<file path="config.mk">
export PLATFORM = sky130hd
export DESIGN_NAME = pipe_wr_arbiter
export DESIGN_NICKNAME = d
export VERILOG_FILES = /design/src/rtl/pipe_wr_arbiter_pkg.sv /design/src/rtl/pipe_arb_burst_cnt.sv /design/src/rtl/pipe_wr_arbiter.sv
export SDC_FILE = /design/constraint.sdc
export NUM_CORES = 1
export LEC_CHECK = 0
export BUFFER_PORTS_ARGS = -buffer_cell sky130_fd_sc_hd__clkbuf_2
export CAP_MARGIN = 5
export CORE_MARGIN = 5
export CORE_UTILIZATION = 48
export DETAILED_ROUTE_END_ITERATION = 8
export GPL_ROUTABILITY_DRIVEN = 1
export PLACE_DENSITY_LB_ADDON = 0.15
export REMOVE_ABC_BUFFERS = 1
export SLEW_MARGIN = 25
export SYNTH_ARGS = -nofsm -noshare
export SYNTH_HDL_FRONTEND = slang
export SYNTH_SLANG_ARGS = --single-unit
</file>
<file path="constraint.sdc">
create_clock -name clock -period 2.65 [get_ports clock]
set_input_delay 0.53 -clock clock [delete_from_list [all_inputs] [get_ports clock]]
set_output_delay 0.53 -clock clock [all_outputs]
set_load 0.1 [all_outputs]
</file>
<file path="src/rtl/pipe_wr_arbiter_pkg.sv">
// Shared types and encodings for the two-port pipe-stage write arbiter.
package pipe_wr_arbiter_pkg;

    typedef enum logic [1:0] {
        ST_IDLE = 2'd0,
        ST_OWN0 = 2'd1,
        ST_OWN1 = 2'd2
    } state_t;

    localparam logic [1:0] OWNER_IDLE = 2'b00;
    localparam logic [1:0] OWNER_P0   = 2'b01;
    localparam logic [1:0] OWNER_P1   = 2'b10;

    localparam int STATS_W = 16;

    function automatic logic [1:0] owner_code(input state_t s);
        case (s)
            ST_OWN0: owner_code = OWNER_P0;
            ST_OWN1: owner_code = OWNER_P1;
            default: owner_code = OWNER_IDLE;
        endcase
    endfunction

endpackage

</file>
<file path="src/rtl/pipe_arb_burst_cnt.sv">
// Saturating burst-length counter: clear, load-to-1, increment up to MAX_BURST.
// Registered count; at_max decodes the current count.
module pipe_arb_burst_cnt #(
    parameter int CW        = 8,
    parameter int MAX_BURST = 4
) (
    input  logic          clock,
    input  logic          rst,
    input  logic          clr,
    input  logic          load1,
    input  logic          inc,
    output logic [CW-1:0] cnt,
    output logic          at_max
);

    localparam logic [CW-1:0] MAX_V = CW'(MAX_BURST);

    assign at_max = (cnt == MAX_V);

    always_ff @(posedge clock) begin
        if (rst || clr) begin
            cnt <= '0;
        end else if (load1) begin
            cnt <= CW'(1);
        end else if (inc && !at_max) begin
            cnt <= cnt + CW'(1);
        end
    end

endmodule

</file>
<file path="src/rtl/pipe_wr_arbiter.sv">
// Round-robin, burst-bounded arbiter feeding the two write ports of one pipe stage.
// Zero latency (beat moves in the ack cycle); no write while stage_ready=0, requesters hold until ack.
// Optional counters under PIPE_WR_ARB_STATS_EN.
module pipe_wr_arbiter
    import pipe_wr_arbiter_pkg::*;
#(
    parameter int DSIZE     = 8,
    parameter int MAX_BURST = 4,
    parameter int CW        = 8
) (
    input  logic             clock,
    input  logic             rst,
    input  logic             req0,
    input  logic [DSIZE-1:0] data0,
    output logic             ack0,
    input  logic             req1,
    input  logic [DSIZE-1:0] data1,
    output logic             ack1,
    input  logic             stage_ready,
    output logic             wr_en0,
    output logic [DSIZE-1:0] indata0,
    output logic             wr_en1,
    output logic [DSIZE-1:0] indata1,
    output logic [1:0]       owner,
    output logic [CW-1:0]    burst_cnt
`ifdef PIPE_WR_ARB_STATS_EN
    ,
    output logic [STATS_W-1:0] grant_cnt0,
    output logic [STATS_W-1:0] grant_cnt1,
    output logic [STATS_W-1:0] stall_cnt
`endif
);

    state_t         state;
    state_t         state_next;
    logic           last_grant;   // 0: port0 got the latest beat, 1: port1
    logic           gnt0;
    logic           gnt1;
    logic           cnt_clr;
    logic           cnt_load1;
    logic           cnt_inc;
    logic           cnt_at_max;
    logic [CW-1:0]  cnt;

    pipe_arb_burst_cnt #(
        .CW        (CW),
        .MAX_BURST (MAX_BURST)
    ) u_burst_cnt (
        .clock  (clock),
        .rst    (rst),
        .clr    (cnt_clr),
        .load1  (cnt_load1),
        .inc    (cnt_inc),
        .cnt    (cnt),
        .at_max (cnt_at_max)
    );

    always_comb begin
        state_next = state;
        gnt0       = 1'b0;
        gnt1       = 1'b0;
        cnt_clr    = 1'b0;
        cnt_load1  = 1'b0;
        cnt_inc    = 1'b0;
        case (state)
            ST_IDLE: begin
                if (stage_ready) begin
                    if (req0 && (!req1 || last_grant)) begin
                        gnt0       = 1'b1;
                        cnt_load1  = 1'b1;
                        state_next = ST_OWN0;
                    end else if (req1) begin
                        gnt1       = 1'b1;
                        cnt_load1  = 1'b1;
                        state_next = ST_OWN1;
                    end
                end
            end
            ST_OWN0: begin
                if (!req0 && !req1) begin
                    cnt_clr    = 1'b1;
                    state_next = ST_IDLE;
                end else if (stage_ready) begin
                    // Owner keeps the stage until its burst is spent and port1 is waiting.
                    if (req0 && (!cnt_at_max || !req1)) begin
                        gnt0    = 1'b1;
                        cnt_inc = 1'b1;
                    end else begin
                        gnt1       = 1'b1;
                        cnt_load1  = 1'b1;
                        state_next = ST_OWN1;
                    end
                end
            end
            ST_OWN1: begin
                if (!req0 && !req1) begin
                    cnt_clr    = 1'b1;
                    state_next = ST_IDLE;
                end else if (stage_ready) begin
                    if (req1 && (!cnt_at_max || !req0)) begin
                        gnt1    = 1'b1;
                        cnt_inc = 1'b1;
                    end else begin
                        gnt0       = 1'b1;
                        cnt_load1  = 1'b1;
                        state_next = ST_OWN0;
                    end
                end
            end
            default: begin
                cnt_clr    = 1'b1;
                state_next = ST_IDLE;
            end
        endcase
    end

    always_ff @(posedge clock) begin
        if (rst) begin
            state      <= ST_IDLE;
            last_grant <= 1'b1;
        end else begin
            state <= state_next;
            if (gnt0) begin
                last_grant <= 1'b0;
            end else if (gnt1) begin
                last_grant <= 1'b1;
            end
        end
    end

    // Reset is synchronous, so gate everything visible while it is asserted.
    assign wr_en0    = gnt0 & ~rst;
    assign wr_en1    = gnt1 & ~rst;
    assign ack0      = wr_en0;
    assign ack1      = wr_en1;
    assign indata0   = wr_en0 ? data0 : '0;
    assign indata1   = wr_en1 ? data1 : '0;
    assign owner     = rst ? OWNER_IDLE : owner_code(state);
    assign burst_cnt = rst ? '0 : cnt;

`ifdef PIPE_WR_ARB_STATS_EN
    logic [STATS_W-1:0] grant_q0;
    logic [STATS_W-1:0] grant_q1;
    logic [STATS_W-1:0] stall_q;

    always_ff @(posedge clock) begin
        if (rst) begin
            grant_q0 <= '0;
            grant_q1 <= '0;
            stall_q  <= '0;
        end else begin
            if (wr_en0) begin
                grant_q0 <= grant_q0 + STATS_W'(1);
            end
            if (wr_en1) begin
                grant_q1 <= grant_q1 + STATS_W'(1);
            end
            if ((req0 | req1) & ~stage_ready) begin
                stall_q <= stall_q + STATS_W'(1);
            end
        end
    end

    assign grant_cnt0 = rst ? '0 : grant_q0;
    assign grant_cnt1 = rst ? '0 : grant_q1;
    assign stall_cnt  = rst ? '0 : stall_q;
`endif

endmodule

</file>
; After elaboration in Yosys (flattened, before gate mapping)
; Index checks and enable logic that the tools add are counted.
[totals]
reg_bits = 11
inputBits = 21
output_inout_bits = 30
wordCells = 79
[op_classes]
add_sub_neg = 1
n_eq_ne = 9
muxes = 44
bitwise = 3
reduce_logical = 18
[op_table]
columns = cell, count
row1 = 1-bit 2-to-1 mux, 24
row2 = 8-bit 2-to-1 mux, 3
row3 = 2-bit 2-to-1 mux, 10
row4 = 3-bit inequality test (second input constant), 5
row5 = 1-bit one-hot mux with 3 select lines, 3
row6 = 8-bit by 1-bit adder with 8-bit output (second input constant), 1
row7 = 8-bit by 3-bit equality test with 1-bit output (second input constant), 1
row8 = 2-bit one-hot mux with 3 select lines, 1
row9 = 6-bit AND reduction, 1
row10 = 1-bit logical AND, 5
row11 = 1-bit logical OR, 4
row12 = 1-bit one-hot mux with 2 select lines, 2
row13 = 2-bit one-hot mux with 2 select lines, 1
row14 = 2-bit nonzero test, 2
row15 = 2-bit OR reduction, 2
row16 = 1-bit logical NOT, 3
row17 = 1-bit bitwise AND, 2
row18 = 2-bit by 1-bit equality test with 1-bit output (second input constant), 1
row19 = 2-bit equality test (second input constant), 1
row20 = 2-bit logical NOT, 1
row21 = 2-bit inequality test (second input constant), 1
row22 = 1-bit NOT, 1

; Depth between registers and ports, before layout
; Gate-level depths: netlist of run 1.
[logic_depth]
depth_word = 11
mapped_depth = 8
ltp_nobuf = 6

; Cells and area by module
; From an unflattened synthesis of run 1, not the netlist that was laid out.
[hier_totals]
hier_cells = 145
area_unflattened_um2 = 1092.3
[by_module_without_submodules]
columns = mod, instances, cells_per_inst, area_per_inst_um2, seq_area_each_um2
row1 = pipe_wr_arbiter, 1, 92, 638.1, 60.1
row2 = pipe_arb_burst_cnt, 1, 53, 454.2, 160.2

; Worst setup path before layout of run 1
; OpenSTA, ideal clock, no wires.
[synth_path]
path_type = register to output
from = register u_burst_cnt.cnt[0]
to = output indata0[0]
t_arrival_ps = 3551
required_time_ps = 2120
slack_ps = -1431
stages_incl_launch_ff = 8
path_buffers = 1
cell_sequence = dfxtp_1 inv_1 ha_1 and4bb_4 a211oi_1 a211o_1 buf_6 nor3b_1
[synth_via]
elab_chain_cells = 10
word_cells_on_any_way = 15
cone_classes = eq/ne (1) / mux (8) / bitwise (1) / reduce/logical (5)
[synth_lines]
columns = element, line_no
row1 = from (decl), pipe_arb_burst_cnt.sv:12  ; output logic [CW-1:0] cnt,
row2 = from (signal assigned), pipe_arb_burst_cnt.sv:26  ; cnt <= cnt + CW'(1);
row3 = 8-bit by 3-bit equality test with 1-bit output (*), pipe_arb_burst_cnt.sv:18  ; assign at_max = (cnt == MAX_V);
row4 = 1-bit logical NOT (*), "pipe_wr_arbiter.sv:85, pipe_wr_arbiter.sv:100"
row5 = 1-bit logical OR (on tied branches), "pipe_wr_arbiter.sv:100, pipe_wr_arbiter.sv:85"
row6 = 1-bit logical AND (on tied branches), "pipe_wr_arbiter.sv:100, pipe_wr_arbiter.sv:85"
row7 = 1-bit 2-to-1 mux (on tied branches), "pipe_wr_arbiter.sv:100, pipe_wr_arbiter.sv:85"
row8 = 1-bit 2-to-1 mux (on tied branches), "pipe_wr_arbiter.sv:99, pipe_wr_arbiter.sv:83"
row9 = 1-bit 2-to-1 mux (on tied branches), "pipe_wr_arbiter.sv:96, pipe_wr_arbiter.sv:80"
row10 = 1-bit one-hot mux with 3 select lines (*), pipe_wr_arbiter.sv:65  ; case (state)
row11 = 1-bit bitwise AND (*), pipe_wr_arbiter.sv:132  ; assign wr_en0 = gnt0 & ~rst;
row12 = 8-bit 2-to-1 mux (*), pipe_wr_arbiter.sv:136  ; assign indata0 = wr_en0 ? data0 : '0;
row13 = to (decl), pipe_wr_arbiter.sv:21  ; output logic [DSIZE-1:0] indata0,
; Every way passes the cells marked *; elsewhere a longest branch is shown, timed or not.

; Worst setup path after layout of run 1
[layout_path]
from = register u_burst_cnt.cnt[1]
to = output indata1[6]
[layout_via]
elab_chain_cells = 10
word_cells_on_any_way = 15
cone_classes = eq/ne (1) / mux (8) / bitwise (1) / reduce/logical (5)
[layout_lines]
columns = element, line_no
row1 = 8-bit by 3-bit equality test with 1-bit output (*), pipe_arb_burst_cnt.sv:18
row2 = 1-bit logical NOT (*), "pipe_wr_arbiter.sv:85, pipe_wr_arbiter.sv:100"
row3 = 1-bit logical OR (on tied branches), "pipe_wr_arbiter.sv:100, pipe_wr_arbiter.sv:85"
row4 = 1-bit logical AND (on tied branches), "pipe_wr_arbiter.sv:100, pipe_wr_arbiter.sv:85"
row5 = 1-bit 2-to-1 mux (on tied branches), "pipe_wr_arbiter.sv:100, pipe_wr_arbiter.sv:85"
row6 = 1-bit 2-to-1 mux (on tied branches), "pipe_wr_arbiter.sv:99, pipe_wr_arbiter.sv:83"
row7 = 1-bit 2-to-1 mux (on tied branches), "pipe_wr_arbiter.sv:96, pipe_wr_arbiter.sv:80"
row8 = 1-bit one-hot mux with 3 select lines (*), pipe_wr_arbiter.sv:65
row9 = 1-bit bitwise AND (*), pipe_wr_arbiter.sv:133  ; assign wr_en1 = gnt1 & ~rst;
row10 = 8-bit 2-to-1 mux (*), pipe_wr_arbiter.sv:137  ; assign indata1 = wr_en1 ? data1 : '0;
row11 = to (decl), pipe_wr_arbiter.sv:23  ; output logic [DSIZE-1:0] indata1,
; Marked as above.

==> results of run 1 <==
==> flip-flops by register name, indices dropped and copies added (netlist names) <==
register         flops
state                2
u_burst_cnt.cnt      8
last_grant           1
==> cell type report <==
type,instances,area [µm²],area share (%)
clock buffers,4,26.28,1.227
flip-flops and latches,11,231.5,10.81
multi-input cells,119,1109,51.75
inverters,8,37.54,1.752
well taps,30,37.54,1.752
repair buffers,70,700.7,32.71
==> what timing repair did <==
action	CTS	global route
resized for setup	31	19
gates cloned	2	0
hold endpoints to repair	0	0
pin swaps	9	10
buffers inserted	4	3
endpoints found under the setup margin	20	20
==> cell usage in the layout (no fill, tap or decap), drive strengths merged, types with 4 or more instances in the layout <==
master	n
o21ai	6
and2	9
nor2b	8
a211oi	5
buf	40
nor3b	8
dfxtp	11
or3	4
inv	8
nor2	11
a221oi	5
clkbuf	34
nand2	11
ha	7
==> path summary, 6_finish.rpt <==
| kind | end | slack [ns] | cells past startpoint |
|---|---|---|---|
| setup / recovery | indata1[6] | 0.05 | 7 |
| hold / removal | state[1] | 0.55 | 2 |
| setup reg to reg | state[0] | 0.63 | 7 |
| hold reg to reg | state[1] | 0.55 | 2 |
==> per-layer routing <==
| metal | vias to the layer above | GRT usage [%] | part of all wire (%) |
|---|---|---|---|
| li1 | 682 | - | - |
| met1 | 678 | 29.60 | 36 |
| met2 | 89 | 47.69 | 54 |
| met3 | 6 | 6.596 | 9.6 |
| met4 | 0 | 6.646 | 1.0 |
| met5 | - | 0 | 0 |
==> cell families (layout without fill, tap and decap cells) <==
kind of cell	Yosys count	after routing	share of synthesized area (%)
simple gates	64	64	33.30
compound gates	41	43	29.91
buf+inv	18	82	7.605
flops	11	11	18.09
fa+ha+maj	7	7	7.194
xor+xnor	3	3	2.159
mux	2	2	1.747
==> power by group through the flow <==
stage | registers [mW] | logic [mW] | clock network (mW)
final | 0.243 | 1.28 | 0.116
after global placement | 0.218 | 1.07 | 0
after global routing | 0.248 | 1.36 | 0.130
after detailed placement | 0.222 | 1.08 | 0
after CTS | 0.226 | 1.17 | 0.117
after floorplan | 0.217 | 0.733 | 0
==> metrics by stage <==
stage / worst slack, ns / setup TNS, ns
after floorplan: -1.779 / -30.72
after global placement: 0.1175 / 0
after detailed placement: 0.05425 / 0
after CTS: 0.001325 / 0
after global routing: -0.04110 / -0.5051
final: 0.04890 / 0
==> worst max-delay path: stages (launching register included) <==
cell       delay, ns
dfxtp_4         0.36
inv_4           0.06
ha_4            0.12
and4bb_4        0.31
o2111ai_4       0.18
a311oi_4        0.37
and2_4          0.22
buf_12          0.17
==> results.json, run 1 <==
{
  "nets": 241,
  "gr-total-overflow": 0,
  "pwr-share-clk_pct": 7.1,
  "holdWs_ns": 0.5471,
  "startpoint_type": "register",
  "placed_cell_area_um2": 1841,
  "insertion_delay_ns": 0.27,
  "ant_nets": 0,
  "yosys.area.top_type_share_pct": 18.09,
  "tightest_slew_ns": 0.7333,
  "path_max_fanout": 5,
  "timing.critical_path.from": "u_burst_cnt.cnt[1]",
  "p_sw_share_pct": 54.25,
  "antenna_cells": 0,
  "clockRootBuffer": "clkbuf_4",
  "htree_levels": 1,
  "synth_area_leaders": "dfxtp_1 18%, ha_1 7.2%, nor3b_1 4.9%",
  "status": "complete, no violations",
  "dieArea_um2": 3643,
  "vdd_drop_max_mv": 0.6022,
  "path_class": "reg2out",
  "grt_pass1_vias": 1524,
  "grt_usage_pct": 25.91,
  "fin_skew_ns": 0.007476,
  "yosysWarnings": 0,
  "synth-main-ff-cell": "dfxtp_1",
  "fin_crit_ns": 2.601,
  "synthArstFlopShare_pct": 0,
  "postLayoutCellArea_um2": 2142,
  "antenna_found_initial": 0,
  "cp.required_ns": 2.12,
  "yosysTopAreaCell": "dfxtp_1",
  "wl_mm": 4.561,
  "ys_types": 55,
  "dp_hpwl_mm": 3.136,
  "drive_above_1_share_pct": 56.13,
  "final_cells": 242,
  "p_total_mw": 1.639,
  "r2r_start": "state[1]",
  "grt_max_degree": 19,
  "synth_edf_count": 0,
  "p_int_uw": 749.7,
  "cts_buffers": 3,
  "drcViolationCount": 0,
  "syn2layout_area_growth_pct": 75.95,
  "slew_violations": 0,
  "maxCapViolCount": 0,
  "p_sw_uw": 889.0,
  "via_per_inst": 6.012,
  "place_congestion": 0.9513,
  "postCtsHoldBufs": 0,
  "cts.path.max_buffers": 2,
  "routedWlPerCell_um": 18.85,
  "fillCellCount": 128,
  "cts_tree": "done",
  "grt_first_pass_wirelength_mm": 7.224,
  "end_kind": "output port",
  "start_util_pct": 49.59,
  "finalSetupViolCount": 0,
  "p_comb_share_pct": 78.1,
  "synth_commonest_cells": "11 x dfxtp_1, 11 x nand2_1, 11 x nor2_1, 9 x and2_1",
  "synth_seq_area_share_pct": 18.09,
  "dr.pass1.iters": 4,
  "ioPinCount": 51,
  "hold_start": "state[1]",
  "hold_viol": 0,
  "clkTransAtPathRegs_ns": 0.07,
  "seqPwrFrac_pct": 14.8,
  "synth.ff_latch_count": 11,
  "coreArea_um2": 2455,
  "core.rowCount": 18,
  "rsz0062_at_grt": "true",
  "portBuffers": 50,
  "synth_area_um2": 1217,
  "finalCritPeriodShare_pct": 98.15,
  "die_w_um": 60.36,
  "relSlewSlack_pct": 51.11,
  "leakagePower_nw": 0.8162,
  "dp_cells": 229,
  "min_path_type": "reg2reg",
  "final_util_pct": 87.26,
  "vias": 1455,
  "fmax_mhz": 384.5,
  "die_height_um": 60.36,
  "p_per_area_nw_per_um2": 765.0,
  "crit_arrival_ns": 2.07,
  "first_iter_violations": 81,
  "cts.sinks": 11,
  "synth_area_per_cell_um2": 8.338,
  "syn_inst": 146
}
Note: power is estimated with default switching activity, not from simulation.
==> inputs of run 2 (changes only) <==
--- a/config.mk
+++ b/config.mk
@@ -12,6 +12,7 @@
 export DETAILED_ROUTE_END_ITERATION = 8
 export GPL_ROUTABILITY_DRIVEN = 1
 export PLACE_DENSITY_LB_ADDON = 0.15
+export RECOVER_POWER = 50
 export REMOVE_ABC_BUFFERS = 1
 export SLEW_MARGIN = 25
 export SYNTH_ARGS = -nofsm -noshare
==> results.json, run 2 (same netlist as run 1, synthesis figures left out) <==
{
  "path_class": "reg2out",
  "cp.required_ns": 2.12,
  "die_height_um": 60.36,
  "core.rowCount": 18,
  "tns_ns": 0,
  "drcViolationCount": 0,
  "reg2regPathDepth": 7,
  "grt_pass1_vias": 1524,
  "fin_skew_ns": 0.005964,
  "p_sw_share_pct": 54.41,
  "grt_max_degree": 19,
  "r2r-end": "state[0]",
  "slew_violations": 0,
  "fillCellCount": 133,
  "vias": 1468,
  "clkTransAtPathRegs_ns": 0.06,
  "dp_hpwl_mm": 3.136,
  "fin_crit_ns": 2.610,
  "via_per_inst": 6.066,
  "dr.pass1.iters": 4,
  "place_congestion": 0.9513,
  "antenna_cells": 0,
  "layout_common_cells": "22 x clkbuf_2, 20 x buf_12, 20 x buf_4",
  "top_register": "u_burst_cnt.cnt",
  "final_cells": 242,
  "r2r_setup_slack_ns": 0.54,
  "insertion_delay_ns": 0.27,
  "p_comb_share_pct": 78.0,
  "maxCapViolCount": 0,
  "cts.path.max_buffers": 2,
  "end_kind": "output port",
  "grt_first_pass_wirelength_mm": 7.224,
  "r2r_start": "state[1]",
  "tightest_slew_ns": 1.187,
  "portBuffers": 50,
  "routedWlPerCell_um": 18.93,
  "dieArea_um2": 3643,
  "drive_above_1_share_pct": 51.89,
  "antenna_found_initial": 0,
  "pwr-share-clk_pct": 7.1,
  "wl_mm": 4.581,
  "cts_buffers": 3,
  "p_int_uw": 745.0,
  "seqPwrFrac_pct": 14.9,
  "first_iter_violations": 76,
  "hold_path_end": "u_burst_cnt.cnt[7]",
  "relSlewSlack_pct": 21.18,
  "finalCritPeriodShare_pct": 98.50,
  "dp_cells": 229,
  "leakagePower_nw": 0.7870,
  "start_util_pct": 49.59,
  "ioPinCount": 51,
  "syn2layout_area_growth_pct": 74.72,
  "hold_viol": 0,
  "top_regs": "u_burst_cnt.cnt x8, state x2, last_grant x1",
  "vdd_drop_max_mv": 0.6020,
  "htree_levels": 1,
  "status": "complete, no violations",
  "cts_tree": "done",
  "ant_nets": 0,
  "grt_usage_pct": 25.91,
  "nets": 241,
  "startpoint_type": "register",
  "largest_register_ffs": 8,
  "fmax_mhz": 383.1,
  "min_path_type": "reg2reg",
  "hold_start": "u_burst_cnt.cnt[7]",
  "coreArea_um2": 2455,
  "die_w_um": 60.36,
  "rsz0062_at_grt": "true",
  "crit_arrival_ns": 2.08,
  "cts.sinks": 11,
  "gr-total-overflow": 0,
  "finalSetupViolCount": 0,
  "layout_commonest_cell": "clkbuf_2",
  "p_per_area_nw_per_um2": 768.2,
  "path_max_fanout": 5,
  "hold_depth": 2,
  "p_sw_uw": 889.0,
  "clockRootBuffer": "clkbuf_4"
}
## run 2: worst max-delay path, stage by stage (launching register included)
cell      delay, ns
dfxtp_4        0.39
inv_4          0.05
ha_2           0.21
a21bo_2        0.26
a211oi_4       0.29
a211o_4        0.21
nor2_1         0.07
buf_4          0.16
buf_12         0.16
## run 2: per-stage QoR
stage	total power, mW	utilization [%]	area, µm²	setup slack (ns)	hold slack (ns)
2_1_floorplan	0.9506	-	1155	-1.779	0.4807
6_report	1.634	86.65	2127	0.03983	0.5468
5_1_grt	1.724	86.65	2127	-0.04110	0.5671
3_5_place_dp	1.305	74.97	1841	0.05425	0.5269
4_1_cts	1.510	83.03	2038	0.001325	0.5372
3_3_place_gp	1.292	74.97	1841	0.1175	0.5088
## run 2: how the worst max path moves through the flow
stage | to | from | cells past startpoint
5_1_grt | indata1[6] | u_burst_cnt.cnt[0] | 7
3_5_place_dp | indata0[7] | req1 | 6
6_report | wr_en0 | state[0] | 8
3_3_place_gp | indata1[3] | req1 | 6
2_1_floorplan | indata1[0] | state[1] | 6
4_1_cts | indata1[6] | u_burst_cnt.cnt[0] | 7
## run 2: metal layers
layer	vias up	share of wire, %	global-route usage, %
met1	688	36	29.60
li1	681	-	-
met4	0	1.4	6.646
met5	-	0	0
met2	90	53	47.69
met3	9	9.5	6.596
## run 2: cell type report
cell class | instances | area, µm² | area share [%]
clock buffers | 4 | 26.28 | 1.235
inverters | 8 | 37.54 | 1.765
well taps | 30 | 37.54 | 1.765
flip-flops and latches | 11 | 231.5 | 10.88
repair buffers | 70 | 690.7 | 32.47
multi-input cells | 119 | 1104 | 51.88
## run 2: power by group through the flow
stage                     logic [mW]  clock network [mW]  registers [mW]
after floorplan                0.733                   0           0.217
after global placement          1.07                   0           0.218
after detailed placement        1.08                   0           0.222
after CTS                       1.17               0.117           0.226
after global routing            1.35               0.130           0.248
final                           1.27               0.116           0.243
## run 2: timing repair
item,CTS,global route
cloned,2,0
hold buffers,0,0
pin swaps,9,10
resized for setup,31,19
buffers inserted,4,3
setup endpoints to repair,20,20
